[src/rtl/avalon_mm_pkg.sv]
// Shared definitions for the Avalon-MM master and the memory-mapped peripherals.
// Holds the master FSM encoding, response error codes and a counter-width helper.
package avalon_mm_pkg;

    typedef enum logic [1:0] {
        ST_IDLE = 2'd0,
        ST_BUS  = 2'd1,
        ST_LAT  = 2'd2,
        ST_RSP  = 2'd3
    } state_e;

    localparam logic RSP_OK          = 1'b0;
    localparam logic RSP_ERR_TIMEOUT = 1'b1;

    // Bits needed to count up to max_val, never less than one.
    function automatic int cnt_w(input int max_val);
        return (max_val < 1) ? 1 : $clog2(max_val + 1);
    endfunction

endpackage

[src/rtl/avalon_mm_master.sv]
// Single-outstanding Avalon-MM master: one valid/ready command becomes one bus
// cycle and one response, with waitrequest stalls, fixed read latency and timeout.
module avalon_mm_master
    import avalon_mm_pkg::*;
#(
    parameter int ADDR_W       = 16,
    parameter int DATA_W       = 32,
    parameter int READ_LATENCY = 0,
    parameter int TIMEOUT      = 255
) (
    input  logic                clk,
    input  logic                reset,
    input  logic                cmd_valid,
    output logic                cmd_ready,
    input  logic                cmd_write,
    input  logic [ADDR_W-1:0]   cmd_address,
    input  logic [DATA_W/8-1:0] cmd_byteenable,
    input  logic [DATA_W-1:0]   cmd_writedata,
    output logic                rsp_valid,
    input  logic                rsp_ready,
    output logic [DATA_W-1:0]   rsp_data,
    output logic                rsp_error,
    output logic [ADDR_W-1:0]   avm_address,
    output logic [DATA_W/8-1:0] avm_byteenable,
    output logic                avm_chipselect,
    output logic                avm_read,
    output logic                avm_write,
    output logic [DATA_W-1:0]   avm_writedata,
    input  logic [DATA_W-1:0]   avm_readdata,
    input  logic                avm_waitrequest
);

    localparam int WAIT_W = cnt_w(TIMEOUT);
    localparam int LAT_W  = cnt_w(READ_LATENCY);
    localparam logic [WAIT_W-1:0] TIMEOUT_C = WAIT_W'(TIMEOUT);
    localparam logic [LAT_W-1:0]  LAT_C     = LAT_W'(READ_LATENCY);

    state_e                r_state;
    state_e                w_next_state;
    logic                  r_write;
    logic [ADDR_W-1:0]     r_address;
    logic [DATA_W/8-1:0]   r_byteenable;
    logic [DATA_W-1:0]     r_writedata;
    logic [WAIT_W-1:0]     r_wait_cnt;
    logic [LAT_W-1:0]      r_lat_cnt;
    logic [DATA_W-1:0]     r_rsp_data;
    logic                  r_rsp_error;

    logic w_take_cmd;
    logic w_accept;
    logic w_timeout;
    logic w_lat_done;

    assign w_take_cmd = (r_state == ST_IDLE) && cmd_valid;
    assign w_accept   = (r_state == ST_BUS) && !avm_waitrequest;
    // Acceptance outranks timeout because w_timeout requires waitrequest still high.
    assign w_timeout  = (TIMEOUT != 0) && (r_state == ST_BUS) && avm_waitrequest
                        && (r_wait_cnt == TIMEOUT_C);
    assign w_lat_done = (r_state == ST_LAT) && (r_lat_cnt == LAT_C);

    // State register
    always_ff @(posedge clk or posedge reset) begin
        if (reset) begin
            r_state <= ST_IDLE;
        end else begin
            r_state <= w_next_state;
        end
    end

    // Next-state logic
    always_comb begin
        w_next_state = r_state;
        case (r_state)
            ST_IDLE: begin
                if (cmd_valid) w_next_state = ST_BUS;
                else           w_next_state = ST_IDLE;
            end
            ST_BUS: begin
                if (w_accept) begin
                    if (r_write || (READ_LATENCY == 0)) w_next_state = ST_RSP;
                    else                                w_next_state = ST_LAT;
                end else if (w_timeout) begin
                    w_next_state = ST_RSP;
                end else begin
                    w_next_state = ST_BUS;
                end
            end
            ST_LAT: begin
                if (w_lat_done) w_next_state = ST_RSP;
                else            w_next_state = ST_LAT;
            end
            ST_RSP: begin
                if (rsp_ready) w_next_state = ST_IDLE;
                else           w_next_state = ST_RSP;
            end
            default: w_next_state = ST_IDLE;
        endcase
    end

    // Command latch, wait/latency counters and response capture
    always_ff @(posedge clk or posedge reset) begin
        if (reset) begin
            r_write      <= 1'b0;
            r_address    <= '0;
            r_byteenable <= '0;
            r_writedata  <= '0;
            r_wait_cnt   <= '0;
            r_lat_cnt    <= '0;
            r_rsp_data   <= '0;
            r_rsp_error  <= RSP_OK;
        end else begin
            if (w_take_cmd) begin
                r_write      <= cmd_write;
                r_address    <= cmd_address;
                r_byteenable <= cmd_byteenable;
                r_writedata  <= cmd_writedata;
                r_wait_cnt   <= '0;
            end else if ((r_state == ST_BUS) && avm_waitrequest) begin
                r_wait_cnt <= r_wait_cnt + WAIT_W'(1);
            end

            if (w_accept) begin
                r_lat_cnt <= LAT_W'(1);
            end else if (r_state == ST_LAT) begin
                r_lat_cnt <= r_lat_cnt + LAT_W'(1);
            end

            if (w_accept) begin
                r_rsp_error <= RSP_OK;
                if (!r_write && (READ_LATENCY == 0)) r_rsp_data <= avm_readdata;
                else                                 r_rsp_data <= '0;
            end else if (w_timeout) begin
                r_rsp_error <= RSP_ERR_TIMEOUT;
                r_rsp_data  <= '0;
            end else if (w_lat_done) begin
                r_rsp_error <= RSP_OK;
                r_rsp_data  <= avm_readdata;
            end
        end
    end

    // Outputs decoded from registered state; strobes fall with the async reset
    always_comb begin
        cmd_ready      = (r_state == ST_IDLE);
        rsp_valid      = (r_state == ST_RSP);
        rsp_data       = r_rsp_data;
        rsp_error      = r_rsp_error;
        avm_read       = (r_state == ST_BUS) && !r_write;
        avm_write      = (r_state == ST_BUS) && r_write;
        avm_chipselect = (r_state == ST_BUS);
        avm_address    = r_address;
        avm_byteenable = r_byteenable;
        avm_writedata  = r_writedata;
    end

endmodule

[config.mk]
export PLATFORM = sky130hd
export DESIGN_NAME = avalon_mm_master
export DESIGN_NICKNAME = d
export VERILOG_FILES = /design/src/rtl/avalon_mm_pkg.sv /design/src/rtl/avalon_mm_master.sv
export SDC_FILE = /design/constraint.sdc
export NUM_CORES = 1
export LEC_CHECK = 0
export ABC_AREA = 1
export CAP_MARGIN = 5
export CELL_PAD_IN_SITES_DETAIL_PLACEMENT = 1
export CELL_PAD_IN_SITES_GLOBAL_PLACEMENT = 1
export CORE_UTILIZATION = 32
export CTS_CLUSTER_DIAMETER = 120
export CTS_CLUSTER_SIZE = 12
export DETAILED_ROUTE_END_ITERATION = 12
export PLACE_DENSITY = 0.9
export SLEW_MARGIN = 10
export SYNTH_ARGS = -nofsm -noshare
export SYNTH_HDL_FRONTEND = slang
export SYNTH_SLANG_ARGS = --single-unit
[constraint.sdc]
create_clock -name clk -period 5.5 [get_ports clk]
set_input_delay 0.55 -clock clk [delete_from_list [all_inputs] [get_ports clk]]
set_output_delay 0.55 -clock clk [all_outputs]
set_load 0.005 [all_outputs]
Word-level counts from Yosys, hierarchy flattened
Index checks and enable logic that the tools add are counted.
{ "totals": {"regBits": 97, "inputBits": 90, "output_inout_bits": 90, "word_cells": 46} }
{ "op_classes": {"addsub": 2, "eq_ne": 4, "mux": 17, "bitwise_logic": 1, "reduce_logical": 13} }
{ "ops": {"columns": ["operator", "count"], "rows": [
  ["two-way mux 32 bit", 4],
  ["two-way mux 8 bit", 2],
  ["adder 8 x 1 -> 8 bit, second input constant", 1],
  ["equality test 8 bit, second input constant", 1],
  ["one-hot mux 2 bit (4 select lines)", 1],
  ["logical AND 1 bit", 7],
  ["two-way mux 1 bit", 7],
  ["two-way mux 2 bit", 3],
  ["equality test 2 bit, second input constant", 2],
  ["nonzero test 2 bit", 2],
  ["nonzero test 3 bit", 1],
  ["equality test 2 x 1 -> 1 bit, second input constant", 1],
  ["logical NOT 1 bit", 2],
  ["logical NOT 2 bit", 1],
  ["adder 1 bit, second input constant", 1],
  ["NOT 1 bit", 1]
]} }

Longest topological paths before layout
Gate-level depths: netlist of the first run.
{ "depth": {"depth_word": 6, "mapped_depth": 8} }

Least setup slack after synthesis of the first run
No wires, ideal clock.
{ "synth_path": {"kind": "register to register", "from": "register r_state[1]", "to": "register r_rsp_data[15] (netlist: rsp_data[15])", "arrival_ns": 1.206, "t_required_ns": 5.379, "slack_ns": 4.173, "stages_incl_launch_ff": 8, "period_less_slack_ns": 1.327, "path_cell_list": "dfrtp_1 inv_1 nand2_1 nor2_2 nand2_2 buf_4 a21oi_1 nor2_1"} }
{ "synth_via": {"elab_chain_cells": 5, "elab_cells_between_ends": 9, "cone_classes": "eq/ne (2); mux (2); reduce/logical (5)"} }
{ "synth_rtl": {"columns": ["item", "line_no", "text"], "rows": [
  ["start, declared", "avalon_mm_master.sv:38", "state_e r_state;"],
  ["start signal, assigned", "avalon_mm_master.sv:66", "r_state <= w_next_state;"],
  ["equality test 2 x 1 -> 1 bit", "avalon_mm_master.sv:55, avalon_mm_master.sv:57", null],
  ["logical AND 1 bit", "avalon_mm_master.sv:57", "assign w_timeout = (TIMEOUT != 0) && (r_state == ST_BUS) && avm_waitrequest"],
  ["logical AND 1 bit", "avalon_mm_master.sv:58", "&& (r_wait_cnt == TIMEOUT_C);"],
  ["two-way mux 32 bit", "avalon_mm_master.sv:132", "end else if (w_timeout) begin"],
  ["two-way mux 32 bit", "avalon_mm_master.sv:128", "if (w_accept) begin"],
  ["end signal, assigned", "avalon_mm_master.sv:130", "if (!r_write && (READ_LATENCY == 0)) r_rsp_data <= avm_readdata;"],
  ["end signal, assigned", "avalon_mm_master.sv:137", "r_rsp_data <= avm_readdata;"],
  ["end, declared", "avalon_mm_master.sv:46", "logic [DATA_W-1:0] r_rsp_data;"]
]} }
Several ways; a longest one is shown, not always the timed one.
A chain may end at the register's enable or synchronous reset.

Worst setup path in the final report of the first run
{ "layout_path": {"from": "input cmd_valid", "to": "register r_write"} }
{ "layout_via": {"elab_chain_cells": 1} }
{ "layout_rtl": {"columns": ["item", "line_no", "text"], "rows": [
  ["start, declared", "avalon_mm_master.sv:13", "input logic cmd_valid,"],
  ["logical AND 1 bit", "avalon_mm_master.sv:54", "assign w_take_cmd = (r_state == ST_IDLE) && cmd_valid;"],
  ["end signal, assigned", "avalon_mm_master.sv:113", "r_write <= cmd_write;"],
  ["end, declared", "avalon_mm_master.sv:40", "logic r_write;"]
]} }
No other way between the ends.

==> results.yml, run 1 <==
synthesis:
  synthCells: 447
  synth_area_leader_cell: "dfrtp_1"
  synth_edf_count: 0
  syn_avg_cell_area_um2: 9.06
  yosysWarningCount: 0
  synth_common_cells: "nand2_1, dfrtp_1, nor2_1"
  synth.area.top_cells: "dfrtp_1, nand2_1, a21oi_2"
  syn-num-nets: 538
  synth_top_area_frac: 0.600
  ys_seq_area_frac: 0.600
  ys_ff_latch: 97
  yosysUniqueCellTypes: 24
  ys.flop_type: "dfrtp_1"
  syn-cell-area_um2: 4050
  synthMostInstantiatedCell: "nand2_1"
  async_flop_share: 1.00
critical_path:
  worstPathArrival_ns: 2.46
  crit_type: "in -> reg"
  worstRegToRegCells: 6
  start_kind: "input port"
  crit_path_end_kind: "flip-flop"
  cp.required_ns: 5.67
  reg2reg_slack_ns: 3.27
  crit_path_max_fanout: 62
status:
  status: "completed"
global_route:
  grt_max_degree: 68
  grt_pass1_wl_mm: 20.5
  gr-total-overflow: 0
  grt_pass1_vias: 4123
  grt_usage: 0.201
  antenna_found_initial: 0
timing:
  hold_viol_final: 0
  setup_tns_ns: 0
  slew_headroom: 0.378
  drv_slew: 0
  tightest_slew_ns: 0.933
  setup_viol_count_final: 0
  period_minus_slack_ns: 2.29
  finClkSkew_ns: 0.00687
  max_freq_mhz: 437
  rsz0062_at_grt: "no"
  min_period_over_period: 0.416
clock_network:
  cts_buffers: 9
  clockBufferDepth: 2
  cts_setup_buffers: 0
  cts-resized-gates: 0
  cts_tree: "built"
  hold_buffers: 0
  htree_levels: 3
  cts.clk_slew.worst_paths_ns: 0.06
  insertion_delay_ns: 0.34
  clockRootBuffer: "clkbuf_16"
  clock_sinks: 97
final_layout:
  final_util: 0.511
  nNetsFinal: 707
  layout.area.seq_um2: 2430
  multi_input_area_um2: 1420
  drive_gt1_frac: 0.0806
  area_growth_syn_to_layout_pct: 53.7
  fillers: 1410
  antennaDiodeCount: 0
route:
  wl_per_cell_um: 15.9
  drc: 0
  vias_per_cell: 4.64
  wirelength_mm: 12.5
  drt-pass1-iter-count: 4
  drt_iter0_drc: 95
  num_vias: 3655
  final_antenna_net_count: 0
pwr:
  power_density_nw_per_um2: 528
  leakagePower_nw: 2.84
  ir_worst_vdd_mv: 0.202
place:
  port_buffers: 179
  place_hpwl_mm: 8.80
  gp_congestion: 0.723
hold_path:
  hp-class: "reg -> reg"
  whs_path_depth: 2
die:
  dieHeight_um: 114
  ios: 180
  core_area_um2: 12200
  die-area_um2: 13100
  rows: 40
  start_util: 0.333
  die_width_um: 114
run:
  drv_cap: 0
## cell families (layout without fill, tap and decap cells)
kind of cell | Yosys count | in the layout | synth area share
simple gates | 237 | 237 | 0.235
flops | 97 | 97 | 0.600
compound gates | 72 | 72 | 0.109
buf+inv | 38 | 211 | 0.0498
xor+xnor | 2 | 2 | 0.00433
fa+ha+maj | 1 | 1 | 0.00309
## registers in the layout, indices dropped and copies added (netlist names), 2 cells and up
signal          cells
avm_writedata      32
rsp_data           32
avm_address        16
r_wait_cnt          8
avm_byteenable      4
r_state             2
## power by group
part / switching, W / leakage (nW) / internal [W] / total (W)
clock: 0.000256 / 0.142 / 0.000375 / 0.000631
sequential: 0.000211 / 1.18 / 0.00104 / 0.00125
combinational: 0.000626 / 1.52 / 0.000779 / 0.00141
total: 0.00109 / 2.84 / 0.00219 / 0.00328
## layer usage
layer  GRT usage  vias up  share of wire
met5           0        -              0
met1       0.231     1779           0.41
li1            -     1740              -
met3      0.0365       19          0.046
met4      0.0823        0          0.019
met2       0.365      117           0.52
## through the flow
step / setup WS, ns / hold WS, ns / cells / cell area (um2) / power [W]
5_1_grt: 3.04 / 0.504 / 788 / 6220 / 0.00352
2_1_floorplan: 2.42 / 0.465 / 447 / 4050 / 0.00182
6_report: 3.21 / 0.476 / 788 / 6220 / 0.00328
3_3_place_gp: 2.93 / 0.467 / 773 / 5920 / 0.00259
3_5_place_dp: 2.85 / 0.467 / 773 / 5920 / 0.00268
4_1_cts: 3.19 / 0.483 / 788 / 6220 / 0.00334
## cells in the final DEF (no fill, tap or decap)
cell	n
o21ai_1	9
nor2_2	2
nand4_1	1
clkbuf_1	2
bufinv_16	1
xor2_1	2
inv_1	11
nor2_1	43
a21oi_2	20
nand2_4	1
nand2_2	5
nand3_2	1
clkbuf_8	2
clkinvlp_4	1
clkbuf_16	9
inv_2	3
inv_4	1
nand3_1	9
dfrtp_1	97
o21ai_0	27
o2111ai_1	1
nand2_1	173
clkdlybuf4s50_1	179
a21oi_1	15
nor2_4	2
buf_4	2
ha_1	1
## critical path, stage by stage
cell and delay (ns):
clkdlybuf4s50_1 0.42, nand2_2 0.07, buf_4 0.51, inv_2 0.55, nand2_1 0.19, o21ai_0 0.11
## area by class of cell
class	count	share of cell area
multi-input cells	312	0.228
well taps	168	0.0338
flip-flops and latches	97	0.390
inverters	15	0.00945
clock inverters	2	0.00603
clock buffers	13	0.0418
repair buffers	181	0.290
## worst paths after layout
check	start	endpoint
setup reg to reg	r_state[0]	r_write
hold / removal	rsp_error	rsp_error
min in group asynchronous	reset	avm_address[4]
max in group asynchronous	reset	avm_writedata[15]
hold reg to reg	rsp_error	rsp_error
setup / recovery	cmd_valid	r_write
No activity file was read; power rests on OpenSTA's default activity.
==> inputs of run 2 (changes only) <==
--- a/config.mk
+++ b/config.mk
@@ -9,11 +9,11 @@
 export CAP_MARGIN = 5
 export CELL_PAD_IN_SITES_DETAIL_PLACEMENT = 1
 export CELL_PAD_IN_SITES_GLOBAL_PLACEMENT = 1
-export CORE_UTILIZATION = 32
+export CORE_UTILIZATION = 27
 export CTS_CLUSTER_DIAMETER = 120
 export CTS_CLUSTER_SIZE = 12
 export DETAILED_ROUTE_END_ITERATION = 12
-export PLACE_DENSITY = 0.9
+export PLACE_DENSITY = 0.82
 export SLEW_MARGIN = 10
 export SYNTH_ARGS = -nofsm -noshare
 export SYNTH_HDL_FRONTEND = slang
==> constraint.sdc (replaced) <==
create_clock -name clk -period 1.91 [get_ports clk]
set_input_delay 0.191 -clock clk [delete_from_list [all_inputs] [get_ports clk]]
set_output_delay 0.191 -clock clk [all_outputs]
set_load 0.005 [all_outputs]
==> results.yml, run 2 (synthesis gave the netlist of run 1 again) <==
final_layout:
  multi_input_area_um2: 1420
  nNetsFinal: 715
  area_growth_syn_to_layout_pct: 57.0
  layout.area.seq_um2: 2430
  drive_gt1_frac: 0.0955
  antennaDiodeCount: 0
  fillers: 1675
  layout_common_cells: "clkdlybuf4s50_1, nand2_1, dfrtp_1, nor2_1, o21ai_0"
  final_common_cell: "clkdlybuf4s50_1"
timing:
  finClkSkew_ns: 0.00630
  slew_headroom: 0.647
  period_minus_slack_ns: 1.79
  tightest_slew_ns: 0.530
  rsz0062_at_grt: "no"
  setup_tns_ns: 0
  hold_viol_final: 0
  setup_ws_ns: 0.122
  drv_slew: 0
  setup_viol_count_final: 0
  min_period_over_period: 0.936
  max_freq_mhz: 559
global_route:
  grt_usage: 0.168
  antenna_found_initial: 0
  grt_max_degree: 58
  gr-total-overflow: 0
  grt_pass1_vias: 4110
  grt_pass1_wl_mm: 20.9
clock_network:
  htree_levels: 3
  clockBufferDepth: 2
  cts-resized-gates: 3
  cts_buffers: 9
  hold_buffers: 0
  clockRootBuffer: "clkbuf_16"
  cts_setup_buffers: 0
  clock_sinks: 97
  cts_tree: "built"
  insertion_delay_ns: 0.34
  cts.clk_slew.worst_paths_ns: 0.07
hold_path:
  hp-class: "in -> async"
die:
  rows: 44
  dieHeight_um: 124
  start_util: 0.277
  core_area_um2: 14600
  die-area_um2: 15500
  die_width_um: 124
  ios: 180
route:
  drt_iter0_drc: 91
  drt-pass1-iter-count: 4
  drc: 0
  final_antenna_net_count: 0
  wirelength_mm: 12.3
  vias_per_cell: 4.53
  num_vias: 3682
  wl_per_cell_um: 15.1
critical_path:
  slowest_stage: "clkdlybuf4s50_1"
  path_cells: "inv_2 -> nor2_4 -> clkdlybuf4s50_1"
  worstRegToRegCells: 7
  crit_type: "reg -> out"
  slowest_delay_ns: 0.55
  crit_path_end_kind: "primary output"
  cp.depth: 3
  start_kind: "flip-flop"
  critPathTopFamily: "buffers and inverters"
  crit_path_max_fanout: 6
  worstPathArrival_ns: 1.60
  cp.required_ns: 1.72
  cp.buffers_inverters: 2
status:
  status: "completed"
run:
  drv_cap: 0
pwr:
  leakagePower_nw: 2.92
  ir_worst_vdd_mv: 0.498
  power_density_nw_per_um2: 1510
place:
  pre_cts_ws_ns: 0.182
  place_hpwl_mm: 9.00
  port_buffers: 179
  gp_congestion: 0.735
[run 2: path summary, 6_finish.rpt]
kind	start	end	slack, ns
max reg2reg	r_state[1]	rsp_data[30]	0.37
min reg2reg	avm_writedata[6]	avm_writedata[6]	0.48
min	reset	r_state[0]	0.29
min in group clk	cmd_writedata[13]	avm_writedata[13]	0.38
max	r_state[0]	avm_chipselect	0.12
max in group asynchronous	reset	avm_writedata[24]	1.14
[run 2: per-stage QoR]
step	hold WS [ns]	utilization	total power [W]	instances	area [um2]
after floorplan	0.301	-	0.00524	447	4050
after global placement	0.461	0.414	0.00754	797	6040
after detailed placement	0.468	0.414	0.00779	797	6040
after CTS	0.308	0.435	0.00979	812	6350
after global routing	0.326	0.436	0.0103	812	6350
final	0.290	0.436	0.00961	812	6350
[run 2: worst register-to-register path: stages, from the launching register on]
cell,delay [ns]
dfrtp_2,0.45
inv_2,0.10
nand2_1,0.11
nor2_2,0.14
nand2_2,0.06
buf_4,0.26
a21oi_1,0.24
nor2_1,0.06
[run 2: cell type report]
class | count | area share
inverter | 15 | 0.00945
multi-input combinational | 312 | 0.223
clock buffer | 12 | 0.0388
tap | 184 | 0.0362
sequential | 97 | 0.382
clock inverter | 3 | 0.0102
timing repair buffer | 189 | 0.300
[run 2: metal layers]
layer / vias to the layer above / part of all wire / global-route usage
met5: - / 0 / 0
met4: 0 / 0.012 / 0.0482
met3: 12 / 0.063 / 0.0550
met2: 122 / 0.50 / 0.287
met1: 1790 / 0.42 / 0.201
li1: 1758 / - / -
[run 2: power by group]
| group | internal, W | switching [W] |
|---|---|---|
| combinational | 0.00230 | 0.00183 |
| sequential | 0.00299 | 0.000579 |
| clock | 0.00117 | 0.000735 |
| total | 0.00646 | 0.00314 |
==> inputs of run 3 (changes only) <==
--- a/config.mk
+++ b/config.mk
@@ -13,6 +13,7 @@
 export CTS_CLUSTER_DIAMETER = 120
 export CTS_CLUSTER_SIZE = 12
 export DETAILED_ROUTE_END_ITERATION = 12
+export MAX_ROUTING_LAYER = met4
 export PLACE_DENSITY = 0.82
 export SLEW_MARGIN = 10
 export SYNTH_ARGS = -nofsm -noshare
==> constraint.sdc (replaced) <==
create_clock -name clk -period 1.55 [get_ports clk]
set_input_delay 0.155 -clock clk [delete_from_list [all_inputs] [get_ports clk]]
set_output_delay 0.155 -clock clk [all_outputs]
set_load 0.005 [all_outputs]
==> results.yml, run 3 (synthesis gave the netlist of run 1 again) <==
die:
  dieHeight_um: 124
  rows: 44
  ios: 180
  start_util: 0.277
  die-area_um2: 15500
  core_area_um2: 14600
  die_width_um: 124
clock_network:
  clock_sinks: 97
  cts.clk_slew.worst_paths_ns: 0.07
  clockRootBuffer: "clkbuf_16"
  cts_tree: "built"
  htree_levels: 3
  hold_buffers: 0
  cts_buffers: 9
  insertion_delay_ns: 0.34
  clockBufferDepth: 2
timing:
  min_period_over_period: 0.963
  setup_ws_ns: 0.0580
  period_minus_slack_ns: 1.49
  tightest_slew_ns: 0.495
  finClkSkew_ns: 0.0122
  slew_headroom: 0.670
  setup_viol_count_final: 0
  max_freq_mhz: 670
  drv_slew: 0
  hold_viol_final: 0
  setup_tns_ns: 0
  rsz0062_at_grt: "yes"
place:
  gp_congestion: 0.751
  dp_cells: 799
  place_hpwl_mm: 9.02
  port_buffers: 179
  placed_area_um2: 6110
  pre_cts_ws_ns: -0.0377
route:
  wl_per_cell_um: 15.5
  drt-pass1-iter-count: 4
  vias_per_cell: 4.58
  final_antenna_net_count: 0
  wirelength_mm: 12.7
  drc: 0
  num_vias: 3758
  drt_iter0_drc: 121
final_layout:
  fillers: 1650
  design_area_um2: 6520
  final_cells: 820
  area_growth_syn_to_layout_pct: 61.0
  nNetsFinal: 722
  final_util: 0.447
  antennaDiodeCount: 0
  final_common_cell: "clkdlybuf4s50_1"
  layout_common_cells: "clkdlybuf4s50_1, nand2_1, dfrtp_1, nor2_1, o21ai_0"
  drive_gt1_frac: 0.119
global_route:
  grt_usage: 0.173
  gr-total-overflow: 0
  grt_pass1_vias: 4144
  antenna_found_initial: 0
  grt_max_degree: 61
  grt_pass1_wl_mm: 20.9
critical_path:
  slowest_stage: "dfrtp_2"
  cp.buffers_inverters: 3
  start_kind: "flip-flop"
  crit_path_end_kind: "flip-flop"
  path_cells: "buf_4 -> nor2_4 -> nand2_2 -> nand2_4 -> inv_2 -> buf_12 -> a21oi_1 -> nor2_1"
  cp.required_ns: 1.78
  worstRegToRegCells: 8
  critPathTopFamily: "flip-flops"
  crit_type: "reg -> reg"
  worstPathArrival_ns: 1.72
  cp.depth: 8
  slowest_delay_ns: 0.42
  crit_path_max_fanout: 34
pwr:
  leakagePower_nw: 2.97
  ir_worst_vdd_mv: 0.676
  power_density_nw_per_um2: 1870
run:
  drv_cap: 0
status:
  status: "completed"
hold_path:
  hp-class: "in -> async"
-- run 3: cell types whose count changed in the layout (fill, tap and decap cells not counted), moves of 3 or more --
cell	previous run	this run
buf_12	3	7
clkdlybuf4s50_1	177	174
a21oi_2	20	26
a21oi_1	15	8
buf_4	7	10
-- run 3: metal layers --
layer / track usage / wire [um] / vias up
met5: - / 0 / -
met4: 0.0581 / 178 / 0
met3: 0.0399 / 692 / 14
met2: 0.287 / 6440 / 120
met1: 0.205 / 5380 / 1855
li1: - / - / 1769
-- run 3: final cells by class --
class | count | area (um2) | area share
clock buffers | 14 | 264 | 0.0405
clock inverters | 2 | 60.1 | 0.00922
inverters | 15 | 60.1 | 0.00922
multi-input cells | 312 | 1470 | 0.225
flip-flops and latches | 97 | 2430 | 0.373
well taps | 184 | 230 | 0.0353
repair buffers | 196 | 2000 | 0.307
-- run 3: path summary, 6_finish.rpt --
check	from	end	slack (ns)
worst max-delay path	r_state[1]	rsp_data[5]	0.06
worst min-delay path	reset	avm_writedata[2]	0.28
worst max register to register	r_state[1]	rsp_data[5]	0.06
max in group asynchronous	reset	rsp_data[25]	0.83
worst min register to register	avm_writedata[29]	avm_writedata[29]	0.48
min in group clk	cmd_address[3]	avm_address[3]	0.35
-- run 3: what timing repair did --
action,in CTS,in global routing
endpoints found under the hold margin,0,0
setup endpoints to repair,5,36
setup buffers,3,2
pin swaps,0,1
resized for setup,9,12
-- run 3: metrics by stage --
stage               hold WS, ns  total power, W
floorplan                 0.265         0.00645
global placement          0.462         0.00942
detailed placement        0.466         0.00974
CTS                       0.296          0.0123
global route              0.303          0.0130
finish                    0.280          0.0122
-- run 3: power breakdown --
group          total [W]  switching (W)  internal [W]  leakage, nW
Combinational    0.00541        0.00240       0.00302         1.64
Sequential       0.00437       0.000684       0.00368         1.17
Clock            0.00243       0.000926       0.00151        0.157
-- run 3: worst min-delay path, cell delays in order --
cell and delay, ns:
clkdlybuf4s50_1 0.45, clkinvlp_4 0.11, buf_12 0.28
